===== src/rtl/msk_serial_loader.sv =====
// ============================================================================
// msk_serial_loader
// ----------------------------------------------------------------------------
// Upstream feeder for the masked state registers. One masked word (d shares
// of count bits, share-interleaved) is accepted per in_valid/in_ready
// handshake. Each accepted word goes into the next slot of a words-deep
// state. When the last slot is written, the complete masked state is shown
// on out_data with out_valid. It stays there, bit-stable, until downstream
// takes it with out_ready.
//
// The datapath only routes and holds bits. Shares are never combined,
// XORed or reordered. The only muxing is the slot select, and the slot
// select depends on the public word counter, never on share values.
//
// Ports
//   clk        in   1                clock, all state updates on posedge
//   rst        in   1                synchronous reset, active-high
//   in_valid   in   1                in_data holds a valid masked word
//   in_ready   out  1                loader accepts a word this cycle (registered)
//   in_data    in   count*d          masked word, bit i of share j at i*d+j
//   out_valid  out  1                out_data holds a complete masked state (registered)
//   out_ready  in   1                downstream consumes out_data this cycle
//   out_data   out  words*count*d    assembled state, word k at slot k
// ============================================================================
module msk_serial_loader #(
    parameter int d     = 2,   // number of shares
    parameter int count = 8,   // bits per masked word
    parameter int words = 16   // words per assembled state
) (
    input  logic                       clk,
    input  logic                       rst,
    input  logic                       in_valid,
    output logic                       in_ready,
    input  logic [count*d-1:0]         in_data,
    output logic                       out_valid,
    input  logic                       out_ready,
    output logic [words*count*d-1:0]   out_data
);

    localparam int WORD_W = count * d;
    localparam int CNT_W  = (words > 1) ? $clog2(words) : 1;
    localparam logic [CNT_W-1:0] CNT_LAST = CNT_W'(words - 1);
    localparam logic [CNT_W-1:0] CNT_ONE  = CNT_W'(1);

    typedef enum logic {
        FILL = 1'b0,   // collecting words, in_ready=1
        FULL = 1'b1    // holding the complete state, out_valid=1
    } state_t;

    state_t             state_q, state_d;
    logic [CNT_W-1:0]   cnt_q, cnt_d;
    logic               in_ready_q, in_ready_d;
    logic               out_valid_q, out_valid_d;
    logic [WORD_W-1:0]  slot_q [words];
    logic [WORD_W-1:0]  slot_d [words];

    logic               in_fire;
    logic               out_fire;
    logic               last_word;

    // Handshakes use only the registered ready/valid. Because of that there
    // is no combinational path from in_* to out_*, or from out_ready to
    // in_ready.
    assign in_fire   = in_valid  & in_ready_q;
    assign out_fire  = out_valid_q & out_ready;
    assign last_word = (cnt_q == CNT_LAST);

    // ------------------------------------------------------------------
    // State register (control only)
    // ------------------------------------------------------------------
    // NOTE: every flop is written with <= so all registers sample the values
    // from before the edge. A blocking '=' here would make the result depend
    // on the order of the statements.
    always_ff @(posedge clk) begin
        if (rst) begin
            state_q     <= FILL;
            cnt_q       <= '0;
            in_ready_q  <= 1'b0;
            out_valid_q <= 1'b0;
        end else begin
            state_q     <= state_d;
            cnt_q       <= cnt_d;
            in_ready_q  <= in_ready_d;
            out_valid_q <= out_valid_d;
        end
    end

    // ------------------------------------------------------------------
    // Next-state logic
    // ------------------------------------------------------------------
    // NOTE: every output of a combinational block gets a default before the
    // case. If some path left a signal unassigned, synthesis would infer a
    // latch.
    always_comb begin
        state_d = state_q;
        cnt_d   = cnt_q;
        unique case (state_q)
            FILL: begin
                if (in_fire) begin
                    if (last_word) begin
                        // The final word completes the state. The counter
                        // wraps here so that the next block starts at slot 0.
                        cnt_d   = '0;
                        state_d = FULL;
                    end else begin
                        cnt_d = cnt_q + CNT_ONE;
                    end
                end
            end
            FULL: begin
                // The FSM only leaves FULL here. The refill starts one cycle
                // later, so there is no bypass from in_data to out_data.
                if (out_fire) begin
                    state_d = FILL;
                end
            end
            default: state_d = FILL;
        endcase
    end

    // ------------------------------------------------------------------
    // Output logic
    // ------------------------------------------------------------------
    // The handshake outputs are decoded from the next state and then
    // registered. As a result they change on the same edge as the FSM: the
    // last accept raises out_valid with no extra cycle. During rst the
    // register branch holds both outputs low.
    always_comb begin
        in_ready_d  = (state_d == FILL);
        out_valid_d = (state_d == FULL);
    end

    // ------------------------------------------------------------------
    // Share storage
    // ------------------------------------------------------------------
    // Only the slot that the counter points to can load a new word. In FULL,
    // in_ready_q is low, so in_fire is low and every slot keeps its value.
    always_comb begin
        for (int k = 0; k < words; k++) begin
            slot_d[k] = slot_q[k];
            if (in_fire && (cnt_q == CNT_W'(k))) begin
                slot_d[k] = in_data;
            end
        end
    end

    // NOTE: the masked storage has no reset. Clearing it would add a
    // share-dependent reset path and gives no benefit: a stored state is
    // only used after all of its slots have been overwritten.
    always_ff @(posedge clk) begin
        slot_q <= slot_d;
    end

    // ------------------------------------------------------------------
    // Output wiring
    // ------------------------------------------------------------------
    for (genvar k = 0; k < words; k++) begin : g_out_slot
        assign out_data[k*WORD_W +: WORD_W] = slot_q[k];
    end

    assign in_ready  = in_ready_q;
    assign out_valid = out_valid_q;

endmodule


===== config.mk =====
export PLATFORM = sky130hd
export DESIGN_NAME = msk_serial_loader
export DESIGN_NICKNAME = d
export VERILOG_FILES = /design/src/rtl/msk_serial_loader.sv
export SDC_FILE = /design/constraint.sdc
export NUM_CORES = 1
export LEC_CHECK = 0
export BUFFER_PORTS_ARGS = -buffer_cell sky130_fd_sc_hd__buf_4
export CAP_MARGIN = 40
export CORE_MARGIN = 5
export CORE_UTILIZATION = 44
export DETAILED_ROUTE_END_ITERATION = 12
export GPL_ROUTABILITY_DRIVEN = 0
export GPL_TIMING_DRIVEN = 0
export PLACE_DENSITY_LB_ADDON = 0.25
export SKIP_CTS_REPAIR_TIMING = 1
export SYNTH_ARGS = -nofsm -noshare
export SYNTH_HDL_FRONTEND = slang
export SYNTH_SLANG_ARGS = --single-unit
export TNS_END_PERCENT = 10

===== constraint.sdc =====
create_clock -name clk -period 2.5 [get_ports clk]
set_input_delay 0.5 -clock clk [delete_from_list [all_inputs] [get_ports clk]]
set_output_delay 0.5 -clock clk [all_outputs]
set_load 0.02 [all_outputs]

==> impl_summary.log <==
[metrics] status: completed
[metrics] iteration-0 DRC count of the detailed router: 270
[metrics] Setup crit start kind: flop
[metrics] max-slew violation count: 0
[metrics] portion of the clock cycle consumed by the worst path in the final layout: 84.95%
[metrics] overall global routing resource usage: 18.62%
[metrics] Arrival @ worst endpoint: 2.33 ns
[metrics] Power Dens Cells: 745.8 nW/um^2
[metrics] post-synthesis async set-or-reset flop share: 0%
[metrics] final-report hold violation count: 0
[metrics] unrepaired setup endpoints after global routing: no
[metrics] DP Area: 10800 um^2
[metrics] drt pass-1 iters: 4
[metrics] nets in the synthesized netlist: 336
[metrics] width of the chip: 145.7 um
[metrics] largest area contributor in the netlist: sky130_fd_sc_hd__edfxtp_1
[metrics] largest net degree at the start of global routing: 17
[metrics] largest vdd supply drop: 0.5133 mV
[metrics] Antenna Violating Nets Remaining: 0
[metrics] via/cell ratio: 4.882
[metrics] kind of end point of the critical path: flop
[metrics] Clock Sinks: 262
[metrics] total CTS buffers: 26
[metrics] Design Area, Final: 11610 um^2
[metrics] clock-pin slew on the worst setup and hold paths: 0.05 ns
[metrics] first-pass GRT wire length: 29330 um
[metrics] share of the synthesized area in the top cell type: 94.90%
[metrics] total of max-cap violations: 0
[metrics] Port Buf Inserts: 277
[metrics] instance count of the mapped netlist: 312
[metrics] Worst-Skew Late Latency: 0.51 ns
[metrics] Max-Slew Margin vs Limit: 46.74%
[metrics] fraction of layout cells with a size suffix above 1: 53.74%
[metrics] Die Y: 145.7 um
[metrics] path category of the worst min-delay check: in2reg
[metrics] maximum clock path buffer count: 3
[metrics] Avg Inst Size Synth: 25.96 um^2
[metrics] area grow syn2layout: 43.39%
[metrics] required time of the worst setup path: 2.71 ns
[metrics] synthesized cell area: 8100 um^2
[metrics] boundary pin count: 278
[metrics] number of levels in the clock H-tree: 1
[metrics] static power due to leakage: 4.357 nW
[metrics] vias after detailed routing: 4316
[metrics] average routed wire per standard cell: 23.63 um
[metrics] Yosys warning count: 0
[metrics] TritonCTS clock tree: built
[metrics] Highest Clock Rate: 0.4709 GHz
[metrics] vias in the first global route: 4398
[metrics] final net count: 661
[metrics] clk root buf: sky130_fd_sc_hd__clkbuf_16
[metrics] final worst hold slack: 0.1992 ns
[metrics] Total Die Area: 21220 um^2
[metrics] post-layout minimum cycle time: 2.124 ns
[metrics] core area: 18020 um^2
[metrics] sum of net half-perimeters after detailed placement: 15030 um
[metrics] top cells by instance count after synthesis: sky130_fd_sc_hd__edfxtp_1 (256), sky130_fd_sc_hd__nor2_1 (15), sky130_fd_sc_hd__dfxtp_1 (6), sky130_fd_sc_hd__nand3_1 (5)
[metrics] Least-Margin Pin Slew: 0.7980 ns
[metrics] most common flop cell mapped by yosys: sky130_fd_sc_hd__edfxtp_1
[metrics] antenna diode instance count: 0
[metrics] ranking of synthesized cells by area: sky130_fd_sc_hd__edfxtp_1 (95%), sky130_fd_sc_hd__dfxtp_1 (1.5%), sky130_fd_sc_hd__nor2_1 (0.70%)
[metrics] clock skew: 0.008678 ns
[metrics] most used standard cell by instance count after synthesis: sky130_fd_sc_hd__edfxtp_1
[metrics] final WL: 20890 um
[metrics] Congestion Overflow GR: 0
[metrics] Distinct cells, synth: 21
[metrics] final setup violating endpoints: 0
[metrics] antenna violations before repair: 0
[metrics] type of the worst setup path: reg2reg
[metrics] Initial Utilization: 44.94%
[metrics] number of rows created at floorplan: 49
[metrics] DRC Markers: 0
[metrics] number of storage elements in the synthesis netlist: 262
[metrics] post-layout total power: 8.662 mW
[metrics] Worst Path Max Fanout: 10
[metrics] sequential share of the synthesized area: 96.39%
[metrics] count of flip-flops with a built-in enable after synthesis: 256
==> final timing paths <==
check	startpoint	end	slack, ns	cells after the start
worst max-delay path	cnt_q[0]$_SDFFE_PP0P_	out_data[249]$_DFFE_PP_	0.38	4
worst min-delay path	rst	cnt_q[2]$_SDFFE_PP0P_	0.20	2
worst max register to register	cnt_q[0]$_SDFFE_PP0P_	out_data[249]$_DFFE_PP_	0.38	4
worst min register to register	cnt_q[0]$_SDFFE_PP0P_	cnt_q[0]$_SDFFE_PP0P_	0.54	2
==> power by group <==
| group | switching [mW] | leakage, nW | total [mW] | internal, mW |
|---|---|---|---|---|
| Sequential | 0.00988 | 2.36 | 4.85 | 4.84 |
| Combinational | 0.111 | 1.60 | 0.162 | 0.0515 |
| Clock | 1.48 | 0.402 | 3.65 | 2.17 |
| Total | 1.60 | 4.36 | 8.66 | 7.06 |
==> metrics by stage <==
| stage | instances | TNS [ns] | utilization (%) | setup WS [ns] |
|---|---|---|---|---|
| finish | 884 | 0 | 64.44 | 0.3763 |
| global route | 884 | 0 | 64.44 | 0.1897 |
| CTS | 884 | 0 | 64.44 | 0.3490 |
| detailed placement | 838 | 0 | 59.93 | 0.3688 |
| global placement | 818 | -122.11 | 58.07 | -1.288 |
| floorplan | 312 | 0 | - | 0.1729 |
==> per-layer routing <==
layer | share of wire (%) | GRT usage, % | vias to the layer above
met5 | 0 | 0 | -
met4 | 2.2 | 5.504 | 0
met3 | 9.4 | 5.699 | 33
met2 | 53 | 33.08 | 222
met1 | 36 | 21.80 | 2172
li1 | - | - | 1889
==> placed cells by master, fill, tap and decap left out, drive strengths merged, types with 4 or more instances in the layout <==
cell type	n
clkbuf	32
edfxtp	256
ha	4
nor2	15
clkinv	11
nor3	4
buf	299
nand3	5
dfxtp	6
inv	4
==> worst max-delay path, stage by stage, from the launching register on <==
cell,delay [ns]
sky130_fd_sc_hd__dfxtp_1,0.42
sky130_fd_sc_hd__ha_1,0.22
sky130_fd_sc_hd__nand3_1,0.28
sky130_fd_sc_hd__nor2_2,0.66
sky130_fd_sc_hd__buf_16,0.23
==> kinds of logic after synthesis <==
family | count (synthesis) | share of synthesized area, %
adders and majority gates | 4 | 0.6179
AOI/OAI and AO/OA | 6 | 0.5096
DFF | 262 | 96.39
xor gates and xnor gates | 1 | 0.1081
and+or+nand+nor | 33 | 1.993
buffers and inverters | 5 | 0.2626
muxes | 1 | 0.1236
==> registers in the layout, summed over array words and instances, names as in the netlist <==
register / cells
out_data: 256
cnt_q: 4
in_ready: 1
out_valid: 1
==> area by class of cell <==
type,instances,area [um^2]
buffer,2,10.01
clock buffer,32,694.4
clock inverter,14,118.9
fill,1248,6410
inverter,3,11.26
multi-input combinational,45,321.6
sequential,262,7807
tap,229,286.5
timing repair buffer,297,2365
Note: power is estimated with default switching activity, not from simulation.
